**config.mk**
```make
export PLATFORM = sky130hd
export DESIGN_NAME = fetch_unit
export DESIGN_NICKNAME = d
export VERILOG_FILES = /design/src/rtl/fetch_unit.sv
export SDC_FILE = /design/constraint.sdc
export NUM_CORES = 1
export LEC_CHECK = 0
export CAP_MARGIN = 20
export CORE_MARGIN = 2
export CORE_UTILIZATION = 45
export DETAILED_ROUTE_END_ITERATION = 16
export GPL_TIMING_DRIVEN = 0
export PLACE_DENSITY = 0.82
export SYNTH_ARGS = -nofsm -noshare
export SYNTH_HDL_FRONTEND = slang
export SYNTH_SLANG_ARGS = --single-unit
```
**constraint.sdc**
```tcl
create_clock -name clk -period 5.9 [get_ports clk]
set_input_delay 1.18 -clock clk [delete_from_list [all_inputs] [get_ports clk]]
set_output_delay 1.18 -clock clk [all_outputs]
set_load 0.05 [all_outputs]
```
**src/rtl/fetch_unit.sv**
```systemverilog
// Fetch stage: owns the PC, keeps one instruction-memory request in flight,
// and hands words to the IF/ID register, with NOP bubbles when nothing is held.
module fetch_unit #(
    parameter int               WIDTH     = 32,
    parameter logic [WIDTH-1:0] RESET_PC  = '0,
    parameter logic [WIDTH-1:0] NOP_INSTR = WIDTH'(32'h00000013)
) (
    input  logic             clk,
    input  logic             rst,
    input  logic             StallF,
    input  logic             redirect_valid,
    input  logic [WIDTH-1:0] redirect_pc,
    output logic             imem_req_valid,
    input  logic             imem_req_ready,
    output logic [WIDTH-1:0] imem_req_addr,
    input  logic             imem_rsp_valid,
    input  logic [WIDTH-1:0] imem_rsp_data,
    output logic [WIDTH-1:0] InstrF,
    output logic [WIDTH-1:0] PCF,
    output logic [WIDTH-1:0] PCPlus4F,
    output logic [WIDTH-1:0] fetch_count
);

    typedef enum logic [1:0] {
        S_REQ  = 2'd0,
        S_WAIT = 2'd1,
        S_HAVE = 2'd2,
        S_DROP = 2'd3
    } state_t;

    state_t           state;
    logic [WIDTH-1:0] pc;
    logic [WIDTH-1:0] instr_buf;
    logic [WIDTH-1:0] redirect_tgt;

    assign redirect_tgt = {redirect_pc[WIDTH-1:2], 2'b00};

    always_ff @(posedge clk or posedge rst) begin
        if (rst) begin
            state       <= S_REQ;
            pc          <= RESET_PC;
            instr_buf   <= NOP_INSTR;
            fetch_count <= '0;
        end else if (redirect_valid) begin
            // A request still in flight after this edge must have its response discarded.
            pc <= redirect_tgt;
            case (state)
                S_REQ:          state <= imem_req_ready ? S_DROP : S_REQ;
                S_WAIT, S_DROP: state <= imem_rsp_valid ? S_REQ : S_DROP;
                default:        state <= S_REQ;
            endcase
        end else begin
            case (state)
                S_REQ: begin
                    if (imem_req_ready)
                        state <= S_WAIT;
                end
                S_WAIT: begin
                    if (imem_rsp_valid) begin
                        instr_buf <= imem_rsp_data;
                        state     <= S_HAVE;
                    end
                end
                S_HAVE: begin
                    if (!StallF) begin
                        pc          <= pc + WIDTH'(4);
                        fetch_count <= fetch_count + WIDTH'(1);
                        state       <= S_REQ;
                    end
                end
                S_DROP: begin
                    if (imem_rsp_valid)
                        state <= S_REQ;
                end
                default: state <= S_REQ;
            endcase
        end
    end

    assign imem_req_valid = (state == S_REQ) && !rst;
    assign imem_req_addr  = pc;
    assign PCF            = pc;
    assign PCPlus4F       = pc + WIDTH'(4);
    assign InstrF         = (state == S_HAVE) ? instr_buf : NOP_INSTR;

endmodule

```
Word level (Yosys, flattened, before mapping)
Cells that the tools add are included.

cells by class
  $add $sub $neg = 2
  equality and inequality tests = 8
  multiplexer cells = 13
  bitwise operators = 2
  reduce and logical (&&, ||, !) cells = 9

operators by type and width
  cell                     count
  $mux W32                 4
  $add A32 B1 Y32 const B  1
  $add A32 B3 Y32 const B  1
  $mux W2                  7
  $ne A3 B3 Y1 const B     4
  $pmux W2 S4              1
  $reduce_and A3 Y1        2
  $eq A2 B2 Y1 const B     2
  $pmux W2 S2              1
  $reduce_and A4 Y1        1
  $eq A2 B1 Y1 const B     1
  $logic_not A2 Y1         1
  $ne A2 B1 Y1 const B     1
  $not A1 Y1               2
  $reduce_and A2 Y1        1
  $reduce_bool A2 Y1       1
  $reduce_or A2 Y1         1
  $logic_and A1 B1 Y1      1
  $logic_not A1 Y1         1

storage, ports and cells
  bits in registers = 98
  output and inout port bits = 161

Depth between registers and ports, before layout
Gate-level depths: netlist of the first run.

  word-level depth = 4
  mapped depth = 7
  depth with buffers taken out = 5

Worst setup path before layout of the first run
Ideal clock, no wire load.

  path kind = reg-to-output
  start point = reg pc[2], in the netlist PCF[2]
  end point = out PCPlus4F[20]
  arrival = 2977 ps
  data required time = 4720 ps
  setup slack = 1743 ps
  cell stages (with the launch flop) = 7
  path buffers = 1
  cells stage by stage = dfrtp_1 ha_1 nand3_2 nor4_1 clkbuf_1 nand4_1 xnor2_1

on the way
  word-level cells in the longest chain between the ends = 1

ends and longest elaborated chain
  item                      RTL line  RTL
  start: declaration        32        logic [WIDTH-1:0] pc;
  start signal: assignment  46        pc <= redirect_tgt;
  start signal: assignment  66        pc <= pc + WIDTH'(4);
  $add A32 B3 Y32           83        assign PCPlus4F = pc + WIDTH'(4);
  end: declaration          20        output logic [WIDTH-1:0] PCPlus4F,

Every way passes these cells.

Worst setup path in the final report of the first run
  start point = reg pc[2], in the netlist PCF[2]
  end point = out PCPlus4F[24]

Same word-level chain as after synthesis.

==> results of run 1 <==
==> metal layers <==
| layer | share of wire [%] | GRT usage (%) |
|---|---|---|
| met1 | 42 | 32.82 |
| met2 | 49 | 41.96 |
| met5 | 0 | 0 |
| met3 | 7.1 | 4.744 |
| met4 | 2.2 | 9.639 |
==> sequential cells by signal, indices dropped and copies added, names as in the netlist <==
signal       flops
PCF             30
fetch_count     32
instr_buf       32
state            2
==> cell usage after synthesis, types with 2 or more instances <==
master / n
mux2i_1: 2
nand2_1: 48
xnor2_1: 54
nor3_1: 7
dfstp_2: 3
clkbuf_1: 18
and4_1: 9
and2_1: 34
or3_1: 8
o31ai_1: 10
buf_4: 41
nor4_1: 6
buf_2: 2
nand4_1: 25
or4_1: 9
and3_1: 10
nand3_1: 30
xor2_1: 15
dfrtp_1: 93
o21ai_0: 16
o311ai_0: 2
mux2_2: 32
buf_6: 2
a31oi_1: 16
nand2b_1: 5
ha_1: 2
nor4_2: 3
buf_1: 3
inv_1: 4
nor2_1: 32
clkbuf_8: 2
==> final cells by class <==
type                       instances  area [µm²]  area share, %
multi-input combinational        402        2709          32.46
sequential                        96        2406          28.83
timing repair buffer             223        2250          26.96
buffer                            68       446.7          5.353
clock buffer                      10       239.0          2.864
tap                              168       210.2          2.519
clock inverter                     6       62.56         0.7497
inverter                           5       21.27         0.2549
==> where the power goes <==
| group | leakage (nW) | internal, W | switching (W) |
|---|---|---|---|
| sequential | 1.20 | 0.000812 | 0.000106 |
| clock | 0.148 | 0.000309 | 0.000277 |
| combinational | 1.97 | 0.000532 | 0.000852 |
| total | 3.31 | 0.00165 | 0.00123 |
==> layout by cell type, fill, tap and decap left out, drive strengths merged, types with 16 or more instances in the layout <==
master	n
a31oi	16
clkbuf	30
nand2	48
mux2	32
nand3	31
nor2	32
o21ai	16
nand4	25
buf	49
clkdlybuf4s50	222
dfrtp	93
and2	34
xnor2	54
==> how the worst max path moves through the flow <==
stage / start / endpoint / depth (start not counted)
finish: PCF[2] / PCPlus4F[24] / 7
global route: PCF[2] / PCPlus4F[24] / 7
CTS: PCF[2] / PCPlus4F[24] / 7
detailed placement: PCF[2] / PCPlus4F[20] / 7
global placement: rst / PCF[23] / 2
floorplan: PCF[2] / PCPlus4F[20] / 6
==> logic make-up (layout without fill, tap and decap cells) <==
logic type / after synthesis / count (layout) / synth area share [%]
buffers and inverters: 73 / 312 / 8.369
multiplexers: 34 / 34 / 6.839
XOR/XNOR: 69 / 69 / 10.87
AO/OA/AOI/OAI: 52 / 52 / 6.119
flip-flops: 96 / 96 / 43.26
AND/OR/NAND/NOR: 239 / 239 / 24.03
adder cells (fa/ha/maj): 2 / 2 / 0.4499
other: 1 / 6 / 0.06743
==> per-stage QoR <==
stage	power, W	hold WS (ns)	setup WS (ns)
2_1_floorplan	0.001856	0.4721	1.743
3_3_place_gp	0.002291	0.4651	0.7449
3_5_place_dp	0.002321	0.4720	1.407
4_1_cts	0.002907	0.4821	1.021
5_1_grt	0.003023	0.5199	0.7015
6_report	0.002888	0.4832	1.022
==> results.toml, run 1 <==
[timing]
rsz0062_at_grt = "no"
fin_crit_ns = 4.878
min_period_over_period_pct = 82.68
fmax_ghz = 0.2050
slew_headroom_pct = 26.77
setup-tns-final_ns = 0
skew_ns = 0.007578
worst_slew_pin_slew_ns = 1.089
final-hold-violation-count = 0
drv_slew = 0
setup-violations-final = 0

[route]
ant_nets = 0
wirelength_um = 16750
wl_per_cell_um = 17.13
vias_per_cell = 5.324
initialDrtViolationCount = 412
drcViolationCount = 0
route.vias.total = 5207
drtPass1Iterations = 6

[cells_and_area]
nets = 877
final_cells = 978
utilization_pct = 69.18
drive_above_1_share_pct = 13.83
final_area_mm2 = 0.008344
syn_to_final_growth_pct = 50.03
diodes = 0
filler_cell_count = 930

[worst_hold_path]
min_path_cells = 1
holdPathEnd = "fetch_count[31]"
hold_path.class = "flip-flop to flip-flop"
hold_start = "fetch_count[31]"

[logic_synthesis]
synth_seq_cells = 96
synth_area_mm2 = 0.005562
synthTopCellsByArea = "dfrtp_1, xnor2_1, mux2_2"
synth_cells = 566
synth_top_cell_by_area = "dfrtp_1"
syn_avg_cell_area_um2 = 9.826
yosysUniqueCellTypes = 54
ys_async_sr_fraction_pct = 100.0
yosysTopAreaCellShare_pct = 41.84
ys.flop_type = "dfrtp_1"
yosys_warnings = 0
ys_seq_area_share_pct = 43.26
synth-edff-count = 0

[clock_tree]
cts-htree-levels = 3
cts.sinks = 96
cts_buffers = 9
cts_tree = "yes"
holdBufCountCts = 0
clk_latency_ns = 0.34
cts_resized = 0
cts_setup_buffers = 0
clkTransAtPathRegs_ns = 0.07
clockRootBuffer = "clkbuf_16"
clk_path_buf_depth = 2

[setup_path]
required_ns = 4.72
worstPathBufferInverterCount = 2
worstPathCellList = "ha_1 > nand3_2 > nor4_1 > clkbuf_1 > nand3_1 > xnor2_1 > clkdlybuf4s50_1"
slowest_delay_ns = 0.85
reg2regPathDepth = 6
arrival_ns = 3.70
critPathMaxFanout = 10
r2r_start = "PCF[2]"
r2r_setup_slack_ns = 3.31
critPathLaunchType = "flip-flop"
path_class = "flip-flop to output pin"
r2r_end = "PCF[22]"
path_delay_family = "buffers and inverters"
cp_slowest_cell = "clkdlybuf4s50_1"
crit_path_end_kind = "output pin"

[grt]
grt_pass1_wl_um = 26660
grt_max_degree = 51
antenna_found_initial = 0
grt_pass1_vias = 5232
grt_overflow = 0
track_usage_pct = 25.24

[flow_run]
maxCapViolCount = 0

[floorplanning]
start_util_pct = 46.11
die_area_mm2 = 0.01326
std_cell_rows = 40
pin_count = 231
die_w_um = 115.2
fp.dieH_um = 115.2
core_area_mm2 = 0.01206

[place]
hpwlAfterDp_um = 12820
gp_congestion = 0.8515
placed_cells = 962
dpl-instance-area_mm2 = 0.008043
io_buffers = 222

[power]
p_per_area_mw_per_mm2 = 346.1
max-vdd-ir-drop_uv = 194.2
p_leak_nw = 3.312

[run_status]
status = "finished clean"
(Power assumes the default switching activity.)
==> run 2, diff against run 1 <==
CORE_UTILIZATION = 39   (was 45)
PLACE_DENSITY = 0.75   (was 0.82)
clock period = 4 ns   (was 5.9 ns; I/O delays follow)
==> results.toml, run 2 (same netlist as run 1, synthesis figures left out) <==
[cells_and_area]
final_cell_mix = "clkdlybuf4s50_1, dfrtp_1, xnor2_1"
final_area_mm2 = 0.008357
drive_above_1_share_pct = 15.04
final_cells = 991
syn_to_final_growth_pct = 50.26
final_common_cell = "clkdlybuf4s50_1"
nets = 878
diodes = 0
filler_cell_count = 1171

[floorplanning]
std_cell_rows = 43
die_w_um = 123.4
core_area_mm2 = 0.01388
fp.dieH_um = 123.4
pin_count = 231
start_util_pct = 40.07
die_area_mm2 = 0.01523

[setup_path]
crit_path_end = "PCPlus4F[30]"
arrival_ns = 3.06
crit_path_end_kind = "output pin"
r2r_end = "fetch_count[31]"
reg2regPathDepth = 6
r2r_setup_slack_ns = 1.52
path_class = "flip-flop to output pin"
critPathMaxFanout = 10
r2r_start = "state[0]"
critPathLaunchType = "flip-flop"
cp-startpoint = "PCF[2]"
required_ns = 3.20

[place]
dpl-instance-area_mm2 = 0.008058
io_buffers = 222
placed_cells = 974
hpwlAfterDp_um = 12920
gp_congestion = 0.8490

[power]
switching_share_pct = 43.06
combPwrFrac_pct = 48.2
max-vdd-ir-drop_uv = 222.0
power.internal_w = 0.002411
finalPower_w = 0.004234
switching_power_w = 0.001823
p_leak_nw = 3.350
p_per_area_mw_per_mm2 = 506.6
clockPowerShare_pct = 19.6
seq_power_share_pct = 32.3

[timing]
drv_slew = 0
setup-violations-final = 0
fin_crit_ns = 3.859
fmax_ghz = 0.2592
holdWs_ns = 0.4775
skew_ns = 0.009464
final-hold-violation-count = 0
min_period_over_period_pct = 96.46
worst_slew_pin_slew_ns = 0.7351
slew_headroom_pct = 50.78

[grt]
grt_pass1_vias = 5090
grt_max_degree = 54
antenna_found_initial = 0
track_usage_pct = 21.69
grt_overflow = 0
grt_pass1_wl_um = 26030

[clock_tree]
cts.sinks = 96
clockRootBuffer = "clkbuf_16"
cts_buffers = 9
cts-htree-levels = 3
holdBufCountCts = 0
clk_latency_ns = 0.34
cts_tree = "yes"
clk_path_buf_depth = 2
clkTransAtPathRegs_ns = 0.08

[route]
route.vias.total = 5162
drcViolationCount = 0
wl_per_cell_um = 16.85
initialDrtViolationCount = 364
vias_per_cell = 5.209
ant_nets = 0
drtPass1Iterations = 5
wirelength_um = 16700

[worst_hold_path]
hold_path.class = "flip-flop to flip-flop"

[flow_run]
maxCapViolCount = 0

[run_status]
status = "finished clean"
==> run 2: changes by cell type in the layout (fill, tap and decap cells not counted), sizes merged, moves of 2 or more <==
cell	delta
clkdlybuf4s50	-12
clkbuf	+4
dlymetal6s2s	+3
clkinvlp	+2
clkdlybuf4s15	+3
==> run 2: what timing repair did <==
item                       CTS  global route
gates cloned                 0             0
pin swaps                    0             1
setup endpoints to repair   18            16
resized for setup           14            16
setup buffers                0             1
==> run 2: stage by stage <==
stage	setup TNS (ns)	worst slack (ns)	utilization, %
CTS	0	0.02681	60.18
detailed placement	-0.4338	-0.1023	58.05
floorplan	0	0.2234	-
global route	-0.01159	-0.01159	60.20
finish	0	0.1415	60.20
global placement	-77.85	-0.8368	57.83
==> run 2: worst min-delay path by stage <==
stage / start / end / slack (ns) / cells past startpoint
2_1_floorplan: instr_buf[30] / instr_buf[30] / 0.47 / 1
3_3_place_gp: fetch_count[31] / fetch_count[31] / 0.47 / 1
3_5_place_dp: fetch_count[31] / fetch_count[31] / 0.47 / 1
4_1_cts: fetch_count[31] / fetch_count[31] / 0.48 / 1
5_1_grt: fetch_count[31] / fetch_count[31] / 0.51 / 1
6_report: fetch_count[31] / fetch_count[31] / 0.48 / 1
==> run 2: area by class of cell <==
cell class | count | area, µm² | share of cell area, %
Multi-Input combinational cell | 402 | 2729 | 32.65
Tap cell | 180 | 225.2 | 2.695
Clock buffer | 9 | 225.2 | 2.695
Inverter | 5 | 21.27 | 0.2545
Timing Repair Buffer | 224 | 2240 | 26.80
Sequential cell | 96 | 2406 | 28.79
Buffer | 68 | 447.9 | 5.360
Clock inverter | 7 | 62.56 | 0.7486
==> run 2: critical path, stage by stage, from the launching register on <==
cell,delay [ns]
dfrtp_1,0.50
ha_1,0.28
nand3_2,0.22
nor4_2,0.53
clkbuf_2,0.33
nand3_1,0.12
xnor2_1,0.20
clkdlybuf4s15_1,0.53
==> run 2: layer usage <==
layer  up-vias  routed length [µm]  track usage (%)  share of wire (%)
met3        15                1201            3.459                7.2
li1       2445                   -                -                  -
met4         0                 242            6.250                1.4
met2       232                8175            36.54                 49
met1      2470                7081            28.78                 42
met5         -                   0                0                  0
==> run 2: power by group through the flow <==
stage,combinational (W),clock (W),sequential (W)
floorplan,0.00124,0,0.00149
global placement,0.00202,0,0.00137
detailed placement,0.00205,0,0.00138
CTS,0.00206,0.000845,0.00136
global route,0.00215,0.000895,0.00140
finish,0.00204,0.000829,0.00137
